### src/rtl/train_pkg.sv
// Shared definitions for the batch-training sequencer: state encoding,
// run-mode constants and the strobe-exclusivity check.
package train_pkg;

  typedef enum logic [3:0] {
    ST_IDLE,
    ST_CLR0,
    ST_LOAD,
    ST_SETTLE,
    ST_ACCU,
    ST_WRITE,
    ST_CAP,
    ST_CLR,
    ST_DONE
  } state_t;

  localparam logic MODE_TRAIN = 1'b0;
  localparam logic MODE_INFER = 1'b1;

endpackage

// At most one of the array strobes may be high in any cycle.
`define TRAIN_STROBE_EXCL(a, b, c) assert (!(((a) && (b)) || ((a) && (c)) || ((b) && (c))))

### src/rtl/train_ctrl_settle_timer.sv
// Loadable down-counter; o_tc is high while the count sits at zero, so a load
// of N-1 followed by enabled cycles gives an N-cycle dwell.
module settle_timer #(
  parameter int CNT_W = 2
) (
  input  logic             clk,
  input  logic             rst,
  input  logic             i_load,
  input  logic [CNT_W-1:0] i_load_val,
  input  logic             i_en,
  output logic             o_tc
);

  logic [CNT_W-1:0] r_count;

  always_ff @(posedge clk) begin
    if (!rst) begin
      r_count <= '0;
    end else if (i_load) begin
      r_count <= i_load_val;
    end else if (i_en && (r_count != '0)) begin
      r_count <= r_count - CNT_W'(1);
    end
  end

  assign o_tc = (r_count == '0);

endmodule

### src/rtl/train_ctrl.sv
// Batch-training sequencer: walks the sample store, holds each sample for a
// settle period and issues accumulate / weight-write / batch-clear strobes.
module train_ctrl
  import train_pkg::*;
#(
  parameter int N_IN   = 2,
  parameter int N_OUT  = 2,
  parameter int WIDTH  = 32,
  parameter int FRAC   = 24,
  parameter int BATCH  = 4,
  parameter int SETTLE = 3,
  parameter int EP_W   = 16,
  parameter int IDX_W  = (BATCH > 1) ? $clog2(BATCH) : 1
) (
  input  logic                   clk,
  input  logic                   rst,
  input  logic                   i_start,
  input  logic                   i_mode,
  input  logic                   i_abort,
  input  logic [EP_W-1:0]        i_epochs,
  input  logic                   i_stop_en,
  input  logic [WIDTH-1:0]       i_cost_thr,
  input  logic [WIDTH-1:0]       i_lr,
  input  logic [N_IN*WIDTH-1:0]  i_rom_k,
  input  logic [N_OUT*WIDTH-1:0] i_rom_t,
  input  logic [WIDTH-1:0]       i_cost,
  output logic [IDX_W-1:0]       o_idx,
  output logic [N_IN*WIDTH-1:0]  o_k,
  output logic [N_OUT*WIDTH-1:0] o_t,
  output logic [WIDTH-1:0]       o_lr,
  output logic                   o_accu,
  output logic                   o_wr,
  output logic                   o_rst_btch,
  output logic [WIDTH-1:0]       o_cost_last,
  output logic                   o_res_vld,
  output logic [EP_W-1:0]        o_epoch,
  output logic                   o_busy,
  output logic                   o_done
);

  localparam int               CNT_W       = (SETTLE > 1) ? $clog2(SETTLE) : 1;
  localparam logic [IDX_W-1:0] LAST_IDX    = IDX_W'(BATCH - 1);
  localparam logic [CNT_W-1:0] SETTLE_LOAD = CNT_W'(SETTLE - 1);

  // FRAC only describes the fixed-point format seen by the array.
  if (BATCH < 1 || SETTLE < 1 || FRAC >= WIDTH) begin : g_param_check
    $error("train_ctrl: invalid BATCH/SETTLE/FRAC parameters");
  end

  state_t                   r_state, w_state_next;
  logic                     r_mode, r_abort;
  logic [EP_W-1:0]          r_limit, r_epoch;
  logic [IDX_W-1:0]         r_idx;
  logic [N_IN*WIDTH-1:0]    r_k;
  logic [N_OUT*WIDTH-1:0]   r_t;
  logic [WIDTH-1:0]         r_lr, r_cost_last;
  logic                     r_accu, r_wr, r_rst_btch, r_res_vld, r_busy, r_done;
  logic                     w_tc, w_last_idx, w_epoch_inc, w_stop, w_abort_go;
  logic [EP_W-1:0]          w_epoch_new;

  settle_timer #(.CNT_W(CNT_W)) u_settle_timer (
    .clk        (clk),
    .rst        (rst),
    .i_load     (r_state == ST_LOAD),
    .i_load_val (SETTLE_LOAD),
    .i_en       (r_state == ST_SETTLE),
    .o_tc       (w_tc)
  );

  assign w_last_idx  = (r_idx == LAST_IDX);
  // An aborted run leaves the epoch count where it was.
  assign w_epoch_inc = !r_abort && ((r_mode == MODE_TRAIN) || w_last_idx);
  assign w_epoch_new = r_epoch + EP_W'(w_epoch_inc);
  assign w_stop      = (w_epoch_new == r_limit) ||
                       (i_stop_en && ($signed(r_cost_last) < $signed(i_cost_thr)));

  always_comb begin
    w_state_next = r_state;
    w_abort_go   = 1'b0;
    case (r_state)
      ST_IDLE:   if (i_start) w_state_next = ST_CLR0;
      ST_CLR0:   w_state_next = ST_LOAD;
      ST_LOAD:   w_state_next = ST_SETTLE;
      ST_SETTLE: if (w_tc) w_state_next = ST_ACCU;
      ST_ACCU: begin
        if (r_mode == MODE_INFER)  w_state_next = ST_CAP;
        else if (w_last_idx)       w_state_next = ST_WRITE;
        else                       w_state_next = ST_LOAD;
      end
      ST_WRITE, ST_CAP: w_state_next = ST_CLR;
      ST_CLR:    w_state_next = (r_abort || w_stop) ? ST_DONE : ST_LOAD;
      ST_DONE:   w_state_next = ST_IDLE;
      default:   w_state_next = ST_IDLE;
    endcase
    if (i_abort && (r_state inside {ST_CLR0, ST_LOAD, ST_SETTLE, ST_ACCU, ST_WRITE, ST_CAP})) begin
      w_state_next = ST_CLR;
      w_abort_go   = 1'b1;
    end
  end

  always_ff @(posedge clk) begin
    if (!rst) begin
      r_state     <= ST_IDLE;
      r_mode      <= MODE_TRAIN;
      r_abort     <= 1'b0;
      r_limit     <= '0;
      r_epoch     <= '0;
      r_idx       <= '0;
      r_k         <= '0;
      r_t         <= '0;
      r_lr        <= '0;
      r_cost_last <= '0;
      r_accu      <= 1'b0;
      r_wr        <= 1'b0;
      r_rst_btch  <= 1'b0;
      r_res_vld   <= 1'b0;
      r_busy      <= 1'b0;
      r_done      <= 1'b0;
    end else begin
      r_state    <= w_state_next;
      r_accu     <= (w_state_next == ST_ACCU);
      r_wr       <= (w_state_next == ST_WRITE);
      r_rst_btch <= (w_state_next == ST_CLR0) || (w_state_next == ST_CLR);
      r_done     <= (w_state_next == ST_DONE);
      r_busy     <= (w_state_next != ST_IDLE);
      r_res_vld  <= (r_state == ST_WRITE) || (r_state == ST_CAP);
      if (w_abort_go) r_abort <= 1'b1;
      case (r_state)
        ST_IDLE: begin
          if (i_start) begin
            r_mode      <= i_mode;
            r_limit     <= (i_epochs == '0) ? EP_W'(1) : i_epochs;
            r_lr        <= i_lr;
            r_epoch     <= '0;
            r_idx       <= '0;
            r_cost_last <= '0;
            r_abort     <= 1'b0;
          end
        end
        ST_LOAD: begin
          r_k <= i_rom_k;
          r_t <= i_rom_t;
        end
        ST_ACCU: if (w_state_next == ST_LOAD) r_idx <= r_idx + IDX_W'(1);
        ST_WRITE, ST_CAP: r_cost_last <= i_cost;
        ST_CLR: begin
          if (!r_abort) begin
            r_epoch <= w_epoch_new;
            r_idx   <= ((r_mode == MODE_TRAIN) || w_last_idx) ? '0 : r_idx + IDX_W'(1);
          end
        end
        default: ;
      endcase
    end
  end

  always_ff @(posedge clk) begin
    if (rst) begin
      `TRAIN_STROBE_EXCL(r_accu, r_wr, r_rst_btch);
    end
  end

  assign o_idx       = r_idx;
  assign o_k         = r_k;
  assign o_t         = r_t;
  assign o_lr        = r_lr;
  assign o_accu      = r_accu;
  assign o_wr        = r_wr;
  assign o_rst_btch  = r_rst_btch;
  assign o_cost_last = r_cost_last;
  assign o_res_vld   = r_res_vld;
  assign o_epoch     = r_epoch;
  assign o_busy      = r_busy;
  assign o_done      = r_done;

endmodule
### config.mk
export PLATFORM = sky130hd
export DESIGN_NAME = train_ctrl
export DESIGN_NICKNAME = d
export VERILOG_FILES = /design/src/rtl/train_pkg.sv /design/src/rtl/train_ctrl_settle_timer.sv /design/src/rtl/train_ctrl.sv
export SDC_FILE = /design/constraint.sdc
export NUM_CORES = 1
export LEC_CHECK = 0
export ABC_AREA = 1
export BUFFER_PORTS_ARGS = -buffer_cell sky130_fd_sc_hd__buf_4
export CORE_MARGIN = 2
export CORE_UTILIZATION = 25
export DETAILED_ROUTE_END_ITERATION = 10
export GPL_ROUTABILITY_DRIVEN = 0
export PLACE_DENSITY = 0.59
export SETUP_SLACK_MARGIN = 0.3
export SLEW_MARGIN = 20
export SYNTH_ARGS = -nofsm -noshare
export SYNTH_HDL_FRONTEND = slang
export SYNTH_SLANG_ARGS = --single-unit
### constraint.sdc
create_clock -name clk -period 7.05 [get_ports clk]
set_input_delay 1.41 -clock clk [delete_from_list [all_inputs] [get_ports clk]]
set_output_delay 1.41 -clock clk [all_outputs]
set_load 0.02 [all_outputs]
==> insert_results.sql <==
INSERT INTO impl_metrics (metric_group, metric, value, unit) VALUES
('run_status', 'run_status', 'finished clean', ''),
('sta', 'unrepaired_setup_endpoints_after_global_routing', 'no', ''),
('synth', 'mux_cell_area_share_after_synthesis', '0', '%'),
('drt', 'drc_errors', '0', ''),
('synth', 'synth_xor_area_share', '0.9078', '%'),
('final_layout', 'drive_gt1_share', '30.53', '%'),
('worst_hold_path', 'worstHoldPathType', 'register to register', ''),
('sta', 'tightest_slew', '1075', 'ps'),
('setup_path', 'timing.critical_path.from_type', 'register', ''),
('synth', 'synth-adder-area-share', '4.539', '%'),
('synth', 'synthesis.yosys.warnings', '0', ''),
('final_layout', 'nets', '2022', ''),
('synth', 'syn_area', '9923', 'um2'),
('drt', 'routed-wl-met3', '2362', 'um'),
('die', 'die-height', '203.2', 'um'),
('final_layout', 'flow.area_growth_from_synthesis', '49.43', '%'),
('grt', 'vias_in_the_first_global_route', '9870', ''),
('drt', 'initialDrtViolationCount', '460', ''),
('clocking', 'hold_buffers', '0', ''),
('sta', 'slew-limit-headroom', '28.35', '%'),
('drt', 'met1Wirelength', '15010', 'um'),
('die', 'design.portCount', '462', ''),
('clocking', 'worstSkewPairLatency', '560', 'ps'),
('setup_path', 'worst-setup-path-type', 'register to register', ''),
('synth', 'main_combinational_cell_family_by_area_after_synthesis', 'simple AND/OR/NAND/NOR gates', ''),
('clocking', 'cts-buffers-inserted', '29', ''),
('synth', 'synth_compound_gate_area_share', '15.43', '%'),
('setup_path', 'arrival', '3890', 'ps'),
('die', 'coreArea', '38920', 'um2'),
('grt', 'grt_pass1_wl', '54430', 'um'),
('die', 'die_x', '203.2', 'um'),
('die', 'die-area', '41300', 'um2'),
('final_layout', 'fin_util', '38.10', '%'),
('grt', 'globalRouteOverflowTotal', '0', ''),
('synth', 'yosys_register_bits', '240', ''),
('drt', 'detail-route-antenna-nets', '0', ''),
('sta', 'finalHoldViolCount', '0', ''),
('clocking', 'post_cts_resize_count', '0', ''),
('pwr', 'total_leakage_power', '6.980', 'nW'),
('clocking', 'clk_path_buf_depth', '3', ''),
('place', 'placed_cells_incl_taps', '2227', ''),
('synth', 'synth_nets', '1593', ''),
('die', 'placementRows', '72', ''),
('pwr', 'max-vdd-ir-drop', '313.7', 'uV'),
('clocking', 'tritoncts', 'built', ''),
('drt', 'maxUsedRoutingLayer', 'met4', ''),
('setup_path', 'required_time_of_the_critical_path', '7530', 'ps'),
('clocking', 'cts.sink_count', '240', ''),
('clocking', 'clock_transition_at_path_regs', '60', 'ps'),
('sta', 'post-route-period-util', '48.39', '%'),
('synth', 'synth_cells', '1311', ''),
('sta', 'worst_hold_slack', '481.3', 'ps'),
('job', 'maxCapViolations', '0', ''),
('sta', 'finalWorstPathRequiredPeriod', '3411', 'ps'),
('setup_path', 'critPathMaxFanout', '4', ''),
('final_layout', 'finalNonFillerCells', '2277', ''),
('sta', 'fin_tns_setup', '0', 'ps'),
('synth', 'yosysSeqAreaShare', '48.42', '%'),
('sta', 'number_of_failing_setup_endpoints_in_the_final_timing_report', '0', ''),
('setup_path', 'timing.critical_path.to_type', 'register', ''),
('final_layout', 'antenna-diode-count', '0', ''),
('synth', 'post_synth_and_or_nand_nor_area_fraction', '23.75', '%'),
('place', 'buffer_ports.inserted', '461', ''),
('synth', 'yosysUniqueCellTypes', '35', ''),
('drt', 'routed_length_on_met2', '17610', 'um'),
('place', 'dp.final_hpwl', '26420', 'um'),
('pwr', 'pwr_density_cell', '420.3', 'nW/um2'),
('sta', 'finalMaxSlewViolations', '0', ''),
('clocking', 'h_tree_levels', '1', ''),
('drt', 'detail_route.vias_per_cell', '4.467', ''),
('sta', 'achievable-frequency', '293.1', 'MHz'),
('grt', 'grt_antenna_before_repair', '0', ''),
('drt', 'post_drt_wl_per_cell', '15.85', 'um'),
('drt', 'count_of_tritonroute_iterations_in_the_first_routing_pass', '7', ''),
('clocking', 'cts_post_setup_buffers_inserted', '0', ''),
('drt', 'drt-total-wl', '36100', 'um'),
('grt', 'pin_count_of_the_biggest_net_entering_global_routing', '101', ''),
('drt', 'routed-via-count', '10170', ''),
('grt', 'global_route.usage.total', '16.56', '%'),
('sta', 'skew', '14.41', 'ps'),
('die', 'floorplan.initialDensity', '25.50', '%'),
('clocking', 'clock_tree.root_cell', 'sky130_fd_sc_hd__clkbuf_16', ''),
('synth', 'synthesis.area_per_instance', '7.569', 'um2');
## synthesized netlist by cell type
cell | instances | area share (%)
sky130_fd_sc_hd__ha_1 | 36 | 4.5
sky130_fd_sc_hd__nand3_1 | 49 | 2.5
sky130_fd_sc_hd__a211oi_1 | 3 | 0.23
sky130_fd_sc_hd__nor2_4 | 1 | 0.11
sky130_fd_sc_hd__nand4_1 | 9 | 0.57
sky130_fd_sc_hd__o21bai_2 | 1 | 0.11
sky130_fd_sc_hd__inv_1 | 105 | 4.0
sky130_fd_sc_hd__nor3_1 | 7 | 0.35
sky130_fd_sc_hd__xnor2_1 | 3 | 0.26
sky130_fd_sc_hd__clkbuf_8 | 1 | 0.14
sky130_fd_sc_hd__nand3b_1 | 1 | 0.076
sky130_fd_sc_hd__a21oi_1 | 41 | 2.1
sky130_fd_sc_hd__nand3_2 | 1 | 0.10
sky130_fd_sc_hd__o211ai_1 | 1 | 0.076
sky130_fd_sc_hd__o21bai_1 | 1 | 0.076
sky130_fd_sc_hd__a32o_1 | 32 | 3.2
sky130_fd_sc_hd__xor2_1 | 2 | 0.18
sky130_fd_sc_hd__dfxtp_1 | 240 | 48
sky130_fd_sc_hd__nor2_1 | 375 | 14
sky130_fd_sc_hd__nor4_1 | 1 | 0.063
sky130_fd_sc_hd__nand2_2 | 4 | 0.25
sky130_fd_sc_hd__and3_1 | 1 | 0.063
sky130_fd_sc_hd__clkbuf_1 | 68 | 2.6
sky130_fd_sc_hd__o21ai_0 | 178 | 9.0
sky130_fd_sc_hd__o21ai_1 | 1 | 0.050
sky130_fd_sc_hd__a21boi_2 | 1 | 0.11
sky130_fd_sc_hd__nor2_2 | 2 | 0.13
sky130_fd_sc_hd__bufbuf_8 | 1 | 0.19
sky130_fd_sc_hd__xnor3_1 | 1 | 0.23
sky130_fd_sc_hd__nand3_4 | 2 | 0.35
sky130_fd_sc_hd__inv_2 | 2 | 0.076
sky130_fd_sc_hd__o22ai_1 | 8 | 0.50
sky130_fd_sc_hd__or2_2 | 3 | 0.19
sky130_fd_sc_hd__xor3_1 | 1 | 0.24
sky130_fd_sc_hd__nand2_1 | 128 | 4.8
## routing by layer
layer / vias to the layer above / global-route usage, %
li1: 5130 / -
met1: 4668 / 20.12
met2: 308 / 28.55
met3: 66 / 4.235
met4: 0 / 5.240
met5: - / 0
## cells in the final DEF (no fill, tap or decap), types with 2 or more instances in the layout
master and n:
sky130_fd_sc_hd__a211oi_1 3, sky130_fd_sc_hd__a21oi_1 41, sky130_fd_sc_hd__a32o_1 32, sky130_fd_sc_hd__buf_4 468
sky130_fd_sc_hd__bufinv_16 4, sky130_fd_sc_hd__clkbuf_1 3, sky130_fd_sc_hd__clkbuf_16 29, sky130_fd_sc_hd__clkbuf_8 8
sky130_fd_sc_hd__clkinv_2 2, sky130_fd_sc_hd__clkinv_4 2, sky130_fd_sc_hd__dfxtp_1 240, sky130_fd_sc_hd__ha_1 36
sky130_fd_sc_hd__inv_1 103, sky130_fd_sc_hd__inv_2 3, sky130_fd_sc_hd__nand2_1 127, sky130_fd_sc_hd__nand2_2 4
sky130_fd_sc_hd__nand3_1 49, sky130_fd_sc_hd__nand3_4 2, sky130_fd_sc_hd__nand4_1 9, sky130_fd_sc_hd__nor2_1 373
sky130_fd_sc_hd__nor2_2 3, sky130_fd_sc_hd__nor2_4 2, sky130_fd_sc_hd__nor3_1 7, sky130_fd_sc_hd__o21ai_0 178
sky130_fd_sc_hd__o22ai_1 8, sky130_fd_sc_hd__or2_2 3, sky130_fd_sc_hd__xnor2_1 3, sky130_fd_sc_hd__xor2_1 2
## cell type report
cell class	instances	area, um2
timing repair buffer	468	3513
sequential	240	4805
clock buffer	40	847.1
inverter	107	404.1
fill	4089	24090
tap	518	648.1
multi-input combinational	894	4447
clock inverter	10	163.9
## per-stage QoR
stage | total power, mW | instance area [um2] | setup WS, ps
3_3_place_gp | 4.667 | 13820 | 3109
3_5_place_dp | 4.698 | 13820 | 3093
2_1_floorplan | 3.551 | 9923 | 3941
6_report | 6.232 | 14830 | 3639
4_1_cts | 6.304 | 14830 | 3637
5_1_grt | 6.628 | 14830 | 3267
## critical path: stages, from the launching register on
cell	delay, ps
sky130_fd_sc_hd__dfxtp_1	380
sky130_fd_sc_hd__ha_1	210
sky130_fd_sc_hd__nor2_1	80
sky130_fd_sc_hd__nor2_1	230
sky130_fd_sc_hd__ha_1	260
sky130_fd_sc_hd__ha_1	210
sky130_fd_sc_hd__nand3_1	140
sky130_fd_sc_hd__nor2_1	290
sky130_fd_sc_hd__nand2_1	120
sky130_fd_sc_hd__nand3_1	100
sky130_fd_sc_hd__nand2_1	50
sky130_fd_sc_hd__nor2_1	120
sky130_fd_sc_hd__nand2_1	90
sky130_fd_sc_hd__nor2_1	190
sky130_fd_sc_hd__nand3_1	120
sky130_fd_sc_hd__nand2_1	100
sky130_fd_sc_hd__inv_2	60
sky130_fd_sc_hd__nand2_1	90
sky130_fd_sc_hd__a21boi_2	80
sky130_fd_sc_hd__nand3_2	90
sky130_fd_sc_hd__nand2_2	70
sky130_fd_sc_hd__nand3_1	80
sky130_fd_sc_hd__nand2_1	50
sky130_fd_sc_hd__nor2_1	110
## power by group
group | internal, mW | leakage [nW] | total, mW | switching [mW]
clock network | 0.978 | 0.496 | 1.58 | 0.599
logic | 0.984 | 4.52 | 2.61 | 1.63
registers | 1.80 | 1.97 | 2.04 | 0.244
total | 3.76 | 6.98 | 6.23 | 2.47
## state kept, by name, indices dropped and copies added, names as in the netlist, 2 cells and up
signal                  cells
o_k                        64
o_idx                       2
r_limit                    16
o_epoch                    16
o_cost_last                32
o_t                        64
r_state                     4
o_lr                       32
u_settle_timer.r_count      2
## logic make-up (layout without fill, tap and decap cells)
logic type / after synthesis / count (layout)
simple gates: 584 / 584
compound gates: 267 / 267
flops: 240 / 240
buf+inv: 177 / 625
fa+ha+maj: 36 / 36
xor+xnor: 7 / 7
## final timing paths
kind,cells after the start,slack (ps),from,endpoint
worst max-delay path,23,3640,o_idx[0],o_idx[0]
worst min-delay path,2,480,o_t[6],o_t[6]
worst max register to register,23,3640,o_idx[0],o_idx[0]
worst min register to register,2,480,o_t[6],o_t[6]
(Power assumes the default switching activity.)
